===== src/rtl/arb_pkg.sv =====
// Shared types and defaults for the round-robin burst arbiter.
//   arb_state_e : arbiter FSM states (IDLE, GRANT, RELEASE)
//   DEF_NUM_CH / DEF_MAX_BURST : default channel count and burst bound
//   ch_idx_t    : channel index type for the default channel count
package arb_pkg;

  localparam int DEF_NUM_CH    = 8;
  localparam int DEF_MAX_BURST = 256;

  typedef logic [$clog2(DEF_NUM_CH)-1:0] ch_idx_t;

  typedef enum logic [1:0] {
    IDLE    = 2'd0,
    GRANT   = 2'd1,
    RELEASE = 2'd2
  } arb_state_e;

endpackage


===== src/rtl/rr_pick.sv =====
// Round-robin pick: finds the first set bit of cand scanning upward from ptr,
// wrapping from NUM_CH-1 back to 0.
//   cand  : candidate request vector, bit i = channel i
//   ptr   : starting channel for the scan (must be < NUM_CH)
//   idx   : chosen channel index (0 when nothing found)
//   found : cand has at least one bit set
module rr_pick #(
  parameter int NUM_CH = 8,
  parameter int CH_W   = $clog2(NUM_CH)
) (
  input  logic [NUM_CH-1:0] cand,
  input  logic [CH_W-1:0]   ptr,
  output logic [CH_W-1:0]   idx,
  output logic              found
);

  // ptr + k modulo NUM_CH; explicit subtract so non-power-of-2 counts wrap.
  function automatic logic [CH_W-1:0] add_wrap(input logic [CH_W-1:0] a, input int k);
    int s;
    s = int'(a) + k;
    if (s >= NUM_CH) s = s - NUM_CH;
    return CH_W'(s);
  endfunction

  // Scan from the far end down so the closest hit to ptr is assigned last.
  always_comb begin
    found = 1'b0;
    idx   = '0;
    for (int k = NUM_CH - 1; k >= 0; k--) begin
      if (cand[add_wrap(ptr, k)]) begin
        found = 1'b1;
        idx   = add_wrap(ptr, k);
      end
    end
  end

endmodule


===== src/rtl/rr_burst_arbiter.sv =====
// Round-robin burst arbiter selecting which peripheral RX FIFO drains into
// the FT601 upstream path. Channels that are almost full form an urgent class
// served ahead of ordinary requesters; each grant is bounded to MAX_BURST
// words and is followed by a one-cycle turnaround before the next grant.
//
// Ports:
//   clk, rst_n           : clock, asynchronous active-low reset
//   rx_fifo_empty        : per-channel FIFO empty (request = ~empty)
//   rx_fifo_almost_full  : per-channel almost-full (urgent only if not empty)
//   tx_ready             : FT601 side can accept a burst
//   word_taken           : one word popped from the granted channel this cycle
//   grant_valid          : grant active
//   grant_ch             : granted channel (held through release/idle)
//   grant_urgent         : current grant won in the urgent class
//   burst_cnt            : words taken during the current grant
//
// Build option: define URGENT_PREEMPT_EN to let an urgent request on another
// channel cut short a non-urgent burst.
module rr_burst_arbiter
  import arb_pkg::*;
#(
  parameter int NUM_CH    = DEF_NUM_CH,
  parameter int CH_W      = $clog2(NUM_CH),
  parameter int MAX_BURST = DEF_MAX_BURST,
  parameter int BURST_W   = $clog2(MAX_BURST + 1)
) (
  input  logic               clk,
  input  logic               rst_n,
  input  logic [NUM_CH-1:0]  rx_fifo_empty,
  input  logic [NUM_CH-1:0]  rx_fifo_almost_full,
  input  logic               tx_ready,
  input  logic               word_taken,
  output logic               grant_valid,
  output logic [CH_W-1:0]    grant_ch,
  output logic               grant_urgent,
  output logic [BURST_W-1:0] burst_cnt
);

  localparam logic [BURST_W-1:0] CNT_MAX   = BURST_W'(MAX_BURST);
  localparam logic [BURST_W-1:0] CNT_LAST  = BURST_W'(MAX_BURST - 1);
  localparam logic [CH_W-1:0]    LAST_CH   = CH_W'(NUM_CH - 1);

  arb_state_e         state_q, state_d;
  logic [CH_W-1:0]    grant_ch_q, grant_ch_d;
  logic               urgent_q, urgent_d;
  logic [BURST_W-1:0] cnt_q, cnt_d;
  logic [CH_W-1:0]    ptr_q, ptr_d;

  logic [NUM_CH-1:0]  req, urg, cand;
  logic [CH_W-1:0]    pick_idx;
  logic               pick_found;
  logic               release_now;
  logic               preempt;

  assign req  = ~rx_fifo_empty;
  assign urg  = rx_fifo_almost_full & req;
  assign cand = (|urg) ? urg : req;

  rr_pick #(
    .NUM_CH (NUM_CH),
    .CH_W   (CH_W)
  ) u_pick (
    .cand  (cand),
    .ptr   (ptr_q),
    .idx   (pick_idx),
    .found (pick_found)
  );

`ifdef URGENT_PREEMPT_EN
  logic [NUM_CH-1:0] ch_oh;
  assign ch_oh   = NUM_CH'(1) << grant_ch_q;
  assign preempt = !urgent_q && |(urg & ~ch_oh);
`else
  assign preempt = 1'b0;
`endif

  always_comb begin
    state_d     = state_q;
    grant_ch_d  = grant_ch_q;
    urgent_d    = urgent_q;
    cnt_d       = cnt_q;
    ptr_d       = ptr_q;
    release_now = 1'b0;
    case (state_q)
      IDLE: begin
        if (tx_ready && pick_found) begin
          state_d    = GRANT;
          grant_ch_d = pick_idx;
          urgent_d   = |urg;
          cnt_d      = '0;
        end
      end
      GRANT: begin
        if (word_taken && (cnt_q != CNT_MAX)) cnt_d = cnt_q + 1'b1;
        // Any combination of these ends the burst exactly once.
        release_now = (word_taken && (cnt_q == CNT_LAST))
                    || (rx_fifo_empty[grant_ch_q] && !word_taken)
                    || !tx_ready
                    || preempt;
        if (release_now) begin
          state_d = RELEASE;
          ptr_d   = (grant_ch_q == LAST_CH) ? '0 : grant_ch_q + 1'b1;
        end
      end
      RELEASE: state_d = IDLE;  // FT601 turnaround
      default: state_d = IDLE;
    endcase
  end

  always_ff @(posedge clk or negedge rst_n) begin
    if (!rst_n) begin
      state_q    <= IDLE;
      grant_ch_q <= '0;
      urgent_q   <= 1'b0;
      cnt_q      <= '0;
      ptr_q      <= '0;
    end else begin
      state_q    <= state_d;
      grant_ch_q <= grant_ch_d;
      urgent_q   <= urgent_d;
      cnt_q      <= cnt_d;
      ptr_q      <= ptr_d;
    end
  end

  assign grant_valid  = (state_q == GRANT);
  assign grant_ch     = grant_ch_q;
  assign grant_urgent = urgent_q;
  assign burst_cnt    = cnt_q;

endmodule


===== config.mk =====
export PLATFORM = sky130hd
export DESIGN_NAME = rr_burst_arbiter
export DESIGN_NICKNAME = d
export VERILOG_FILES = /design/src/rtl/arb_pkg.sv /design/src/rtl/rr_pick.sv /design/src/rtl/rr_burst_arbiter.sv
export SDC_FILE = /design/constraint.sdc
export NUM_CORES = 1
export LEC_CHECK = 0
export CAP_MARGIN = 10
export CORE_ASPECT_RATIO = 0.75
export CORE_MARGIN = 2
export CORE_UTILIZATION = 40
export CTS_BUF_LIST = sky130_fd_sc_hd__clkbuf_8
export DETAILED_ROUTE_END_ITERATION = 10
export PLACE_DENSITY = 0.77
export SLEW_MARGIN = 20
export SYNTH_ARGS = -nofsm -noshare
export SYNTH_HDL_FRONTEND = slang
export SYNTH_SLANG_ARGS = --single-unit

===== constraint.sdc =====
create_clock -name clk -period 3.7 [get_ports clk]
set_clock_uncertainty 0.2 [all_clocks]
set_input_delay 0.37 -clock clk [delete_from_list [all_inputs] [get_ports clk]]
set_output_delay 0.37 -clock clk [all_outputs]
set_load 0.01 [all_outputs]

==> results of run 1 <==
==> metal layers <==
metal	up-vias	global-route usage, %	wire length, um
met5	-	0	0
met4	0	4.71	65
met3	8	4.59	413
met2	89	30.6	2220
met1	882	30.9	2600
li1	897	-	-
==> final cells by class <==
type | count | area (um2) | share of cell area [%]
Sequential cell | 18 | 450 | 18.5
Multi-Input combinational cell | 175 | 1340 | 54.9
Tap cell | 57 | 71.3 | 2.93
Clock buffer | 4 | 55.1 | 2.26
Timing Repair Buffer | 53 | 480 | 19.7
Inverter | 11 | 41.3 | 1.70
==> cells by family after synthesis <==
family                   count (synthesis)
adder cells (fa/ha/maj)                  7
flip-flops                              18
AO/OA/AOI/OAI                           57
AND/OR/NAND/NOR                         82
XOR/XNOR                                11
multiplexers                            18
buffers and inverters                   19
==> synthesized netlist by cell type (2+ instances only) <==
master and instances:
inv_1 11, o311a_1 2, clkbuf_1 5, a2111oi_4 2, o21ai_0 3, dfrtp_1 18
a21o_1 2, o32ai_1 8, nand3_1 2, nor4_1 4, mux2i_1 7, o31ai_1 2
nor2b_2 6, o221ai_1 2, ha_1 7, nand2b_1 9, o22ai_1 4, mux2_1 3
xor2_1 7, nand2_1 17, nand4_1 4, a31oi_1 2, mux4_2 6, nor2_1 27
buf_2 2, a22oi_1 2, xnor2_1 4, mux2_2 2, nor3_1 4, a21oi_1 7
or3_1 2, a21oi_2 8, a211oi_1 2
==> flip-flops by register name, indices dropped and copies added (netlist names) <==
name / cells
state_q: 2
grant_urgent: 1
grant_ch: 3
ptr_q: 3
burst_cnt: 9
==> power groups by stage <==
stage                     logic, W  registers (W)  clock network, W
final                      0.00137       0.000330          0.000160
after CTS                  0.00135       0.000328          0.000164
after global routing       0.00149       0.000339          0.000171
after detailed placement   0.00134       0.000332                 0
after floorplan           0.000949       0.000314                 0
after global placement     0.00131       0.000330                 0
==> metrics by stage <==
stage	power, W	worst slack (ps)	area [um2]	std cells	utilization [%]
CTS	0.00184	250	2430	318	54.5
global route	0.00200	51.6	2430	318	54.5
floorplan	0.00126	203	1870	212	-
finish	0.00186	212	2430	318	54.5
global placement	0.00164	41.9	2380	314	53.3
detailed placement	0.00167	-4.64	2380	314	53.3
==> worst max path at each step <==
stage / to / slack, ps / cells past startpoint
2_1_floorplan: burst_cnt[8]$_DFFE_PN0P_ / 200 / 13
3_3_place_gp: grant_ch[0]$_DFFE_PN0P_ / 40 / 10
3_5_place_dp: grant_ch[0]$_DFFE_PN0P_ / -5 / 10
4_1_cts: grant_ch[0]$_DFFE_PN0P_ / 250 / 10
5_1_grt: grant_ch[0]$_DFFE_PN0P_ / 50 / 10
6_report: grant_ch[0]$_DFFE_PN0P_ / 210 / 10
==> critical path, delay by kind of cell <==
family / cells / cell delay, ps
mux: 1 / 380
simple gates: 2 / 440
buf+inv: 2 / 600
compound gates: 5 / 1670
==> metrics, run 1 <==
vias post-DR=1,876; Hold WC Path Type=reg -> reg; DR iter-0 viols=216; kind of end point of the critical path=flip-flop; antenna violations before repair=0; CTS Buf Count=3; Max IR drop VDD=0.430 mV; Synth Area in XOR/XNOR=5.16%; Worst-Margin Slew=~800 ps; CP Launch Type=primary input; Syn Std Cell Area=1870 um2; final setup fails=0; maximum fanout along the worst path=9; Worst Hold Margin=366 ps; gr ovfl total=0; worst path arrival time=between 3000 and 4000 ps; hold path endpoint=grant_urgent$_DFFE_PN0P_; Sw Share=roughly 48%; Avg Inst Size Synth=approximately 8.8 um2; register share of total power=~18%; CTS max path bufs=2; post-route antenna net violation count=0; compound-cell area share of the yosys netlist=around a quarter; adder-cell share of the synthesized area=4.69%; Final GP Congestion=approximately 0.87; synthesis-stage register bit count=18; Lkg Pwr=0.996 nW; Final Cycle Share=94.3%; most frequent cells in the layout=33 x clkdlybuf4s50_1, 27 x nor2_1, 20 x buf_4; HPWL reported at the end of detailed placement=4.14 mm; sw power=0.000891 W; Area contributors post-synth=dfrtp_1 24%, mux4_2 7.2%, nor2_1 5.4%; asr flop ratio synth=100%; root buf cell=clkbuf_8; max incr delay on CP=around 760 ps; ys flop type=dfrtp_1; Yosys warning count=0; share of layout cells above drive strength 1=a little under a fifth; RR Startpoint=ptr_q[1]$_DFFE_PN0P_; leading cell type in the layout, fill and taps excluded=clkdlybuf4s50_1; count of input and output buffers=33; Cell Chain, Critical Path=clkdlybuf4s50_1, inv_1, a2111oi_4, a21oi_2, o32ai_1, mux4_2, nor3_1, or3_1, a211o_1, o221ai_1; Syn Nets=239; power density over cell area=between 700 and 800 nW/um2; Reg clk slew, reported paths=70 ps; Synth top area share=24.1%; post-synth cell types=52; reg2reg end=burst_cnt[8]$_DFFE_PN0P_; Post-Synthesis Cells=212; clock latency on the worst-skew pair=250 ps; Synth area leader=dfrtp_1; Internal Power=0.000971 W; R2R Setup Slk=roughly 600 ps; Worst path slowest cell=a2111oi_4; worst setup path start=rx_fifo_empty[7]; hold-critical path depth=2; final hold viol count=0; H-tree Lvls=1; largest net degree at the start of global routing=20; Rows=21; Worst EP required=3670 ps; Slew Limit Headroom=a little under half; Layout area overhead=30.3%; number of global-route vias before repair=1,765; vias per inst=5.90; Post-synth EDFFs=0; WS Path Type=in -> reg; global-route wire length before repair=8.84 mm; Core ar.=4470 um2; residual DRC count=0; DR pass1 iterations=4; Max Clk Rate=roughly 290 MHz; result of the run=finished clean; WL per Instance=16.6 um; clock share of power=under 10%; TritonCTS clock tree=yes; fillers=405; total negative slack=0 ps; post-synthesis mux area share=around 14%; Max Slew Vio Count=0; RSZ-0062 raised after global routing=no; I/O Pins=34; simple logic cell fraction of the synthesized area=22.2%; Starting Density=41.8%; post-layout min period=3490 ps; NumNets Final=a little under 300; die width=82.9 um; Die H=63.2 um; Logic pwr share=73.7%; hold path startpoint=grant_urgent$_DFFE_PN0P_; total of max-cap violations=0; # resized after CTS=0; CTS Hold Bufs=0; reg2reg path depth=8; postcts setup bufs=0; full die area=5240 um2; global-route usage over all layers=between 20% and 30%; main combinational cell family by area after synthesis=compound AO/OA/AOI/OAI gates; Seq/Total Area, Yosys=24.1%; clock sinks=18; antenna cells=0; DRT Wirelength=5.29 mm
(Power assumes the default switching activity.)
==> run 2: changes to the inputs <==
--- a/config.mk
+++ b/config.mk
@@ -10,8 +10,10 @@
 export CORE_MARGIN = 2
 export CORE_UTILIZATION = 40
 export CTS_BUF_LIST = sky130_fd_sc_hd__clkbuf_8
+export CTS_CLUSTER_DIAMETER = 40
 export DETAILED_ROUTE_END_ITERATION = 10
 export PLACE_DENSITY = 0.77
+export SETUP_SLACK_MARGIN = 0.2
 export SLEW_MARGIN = 20
 export SYNTH_ARGS = -nofsm -noshare
 export SYNTH_HDL_FRONTEND = slang
==> run 2 against run 1 <==
Effect of this change: critical path type unchanged; cell area rose by 5.0%; sequential cell count did not move; largest cell class unchanged; sequential share of layout area fell by 0.89 points; die area did not move.
==> metrics, run 2 (synthesis gave the netlist of run 1 again) <==
result of the run=finished clean (unchanged); final worst slack=232 ps (was 212 ps); share of layout cells above drive strength 1=20.2% (was 19.2%); Final Util=57.3% (was 54.5%); total of max-cap violations=0 (unchanged); Buf+Inv Stages, Crit Path=2 (unchanged); Internal Power=0.000982 W (was 0.000971 W); WL per Instance=17.1 um (was 16.6 um); Place WS=-4.64 ps (unchanged); RR Startpoint=ptr_q[1]$_DFFE_PN0P_ (unchanged); DR iter-0 viols=186 (was 216); max reg flops=9 (unchanged); Hold WC Path Type=reg -> reg (unchanged); final hold viol count=0 (unchanged); Max Clk Rate=288 MHz (was 287 MHz); TritonCTS clock tree=yes (unchanged); I/O Pins=34 (unchanged); Layout area overhead=36.9% (was 30.3%); Final GP Congestion=0.867 (unchanged); Starting Density=41.8% (unchanged); Rows=21 (unchanged); kind of end point of the critical path=flip-flop (unchanged); die width=82.9 um (unchanged); R2R Setup Slk=620 ps (was 610 ps); residual DRC count=0 (unchanged); Sw Share=47.9% (was 47.8%); global-route wire length before repair=8.84 mm (unchanged); Slew Limit Headroom=46.1% (was 46.3%); clock sinks=18 (unchanged); final setup fails=0 (unchanged); RSZ-0062 raised after global routing=no (unchanged); reg2reg path depth=8 (unchanged); Max Slew Vio Count=0 (unchanged); Lkg Pwr=1.07 nW (was 0.996 nW); WS Path Type=in -> reg (unchanged); Logic pwr share=74.0% (was 73.7%); CTS max path bufs=2 (unchanged); Cell Chain, Critical Path=clkdlybuf4s50_1, nor2b_4, a2111oi_4, buf_6, a21oi_4, nor2_1, mux4_2, or4_1, o211a_1, or3_1, o31ai_1 (was clkdlybuf4s50_1, inv_1, a2111oi_4, a21oi_2, o32ai_1, mux4_2, nor3_1, or3_1, a211o_1, o221ai_1); post-layout min period=3470 ps (was 3490 ps); Worst path slowest cell=or4_1 (was a2111oi_4); clock share of power=8.5% (was 8.6%); hold path startpoint=grant_urgent$_DFFE_PN0P_ (unchanged); maximum fanout along the worst path=7 (was 9); DR pass1 iterations=4 (unchanged); register share of total power=17.5% (was 17.7%); leading cell type in the layout, fill and taps excluded=clkdlybuf4s50_1 (unchanged); worst path arrival time=3420 ps (was 3460 ps); number of global-route vias before repair=1,765 (unchanged); full die area=5240 um2 (unchanged); max incr delay on CP=560 ps (was 760 ps); CP Launch Type=primary input (unchanged); reg2reg end=burst_cnt[8]$_DFFE_PN0P_ (unchanged); Reg clk slew, reported paths=70 ps (about the same); vias per inst=5.84 (was 5.90); vias post-DR=1,869 (was 1,876); antenna cells=0 (unchanged); sw power=0.000902 W (was 0.000891 W); HPWL reported at the end of detailed placement=4.14 mm (unchanged); DRT Wirelength=5.47 mm (was 5.29 mm); Worst-Margin Slew=805 ps (was 803 ps); Worst EP required=3650 ps (was 3670 ps); hold path endpoint=grant_urgent$_DFFE_PN0P_ (unchanged); most frequent cells in the layout=30 x clkdlybuf4s50_1, 26 x nor2_1, 20 x buf_4 (was 33 x clkdlybuf4s50_1, 27 x nor2_1, 20 x buf_4); H-tree Lvls=1 (unchanged); Final Cycle Share=93.7% (was 94.3%); Core ar.=4470 um2 (unchanged); Die H=63.2 um (unchanged); CP delay by family, top=simple AND/OR/NAND/NOR gates (was compound AO/OA/AOI/OAI gates); antenna violations before repair=0 (unchanged); largest net degree at the start of global routing=20 (unchanged); power density over cell area=737 nW/um2 (was 765 nW/um2); gr ovfl total=0 (unchanged); global-route usage over all layers=20.8% (unchanged); clock latency on the worst-skew pair=250 ps (about the same); root buf cell=clkbuf_8 (unchanged); Max IR drop VDD=0.432 mV (was 0.430 mV); CTS Buf Count=3 (unchanged); count of input and output buffers=33 (unchanged); hold-critical path depth=2 (unchanged); post-route antenna net violation count=0 (unchanged); NumNets Final=291 (was 289)
-- run 2: cell types whose count changed in the layout (fill, tap and decap cells not counted), sizes merged --
cell / before / now
dlymetal6s2s: 0 / 3
clkdlybuf4s50: 33 / 30
buf: 20 / 22
-- run 2: layout make-up --
| cell class | instances | area, um2 |
|---|---|---|
| timing repair buffer | 55 | 510 |
| inverter | 11 | 41.3 |
| multi-input combinational | 175 | 1430 |
| fill | 390 | 1910 |
| tap | 57 | 71.3 |
| sequential | 18 | 450 |
| clock buffer | 4 | 55.1 |
-- run 2: worst max path at each step --
| stage | from | endpoint | slack [ps] | depth (start not counted) |
|---|---|---|---|---|
| floorplan | ptr_q[0]$_DFFE_PN0P_ | burst_cnt[8]$_DFFE_PN0P_ | 200 | 13 |
| global placement | rx_fifo_empty[7] | grant_ch[0]$_DFFE_PN0P_ | 40 | 10 |
| detailed placement | rx_fifo_empty[7] | grant_ch[0]$_DFFE_PN0P_ | -5 | 10 |
| CTS | rx_fifo_empty[7] | grant_ch[0]$_DFFE_PN0P_ | 250 | 10 |
| global route | rx_fifo_almost_full[5] | burst_cnt[8]$_DFFE_PN0P_ | 150 | 11 |
| finish | rx_fifo_almost_full[5] | burst_cnt[8]$_DFFE_PN0P_ | 230 | 11 |
-- run 2: per-stage QoR --
| step | total power, W | setup TNS [ps] | instance area [um2] | instances | hold slack, ps |
|---|---|---|---|---|---|
| 3_5_place_dp | 0.00167 | -4.64 | 2380 | 314 | 355 |
| 6_report | 0.00188 | 0 | 2560 | 320 | 367 |
| 3_3_place_gp | 0.00164 | 0 | 2380 | 314 | 346 |
| 5_1_grt | 0.00202 | 0 | 2560 | 320 | 399 |
| 4_1_cts | 0.00184 | 0 | 2430 | 318 | 370 |
| 2_1_floorplan | 0.00126 | 0 | 1870 | 212 | -126 |
-- run 2: worst min-delay path: stages, from the launching register on --
cell and delay [ps]:
dfrtp_1 350, nor2_1 50, a31oi_1 120
-- run 2: power groups by stage --
stage                     Sequential (W)  Combinational (W)  Clock, W
after floorplan                 0.000314           0.000949         0
after global placement          0.000330            0.00131         0
after detailed placement        0.000332            0.00134         0
after CTS                       0.000328            0.00135  0.000164
after global routing            0.000340            0.00151  0.000171
final                           0.000330            0.00139  0.000160
-- run 2: what timing repair did --
| action | in CTS | in global routing |
|---|---|---|
| endpoints found under the setup margin | 0 | 6 |
| resized for setup | 0 | 20 |
| hold buffers | 0 | 0 |
| buffers inserted | 0 | 2 |
-- run 2: layer usage --
layer  vias up  track usage [%]  wire length [um]
li1        902                -                 -
met5         -                0                 0
met1       886             30.9              2670
met3         8             4.59               356
met2        73             30.6              2380
met4         0             4.71                65
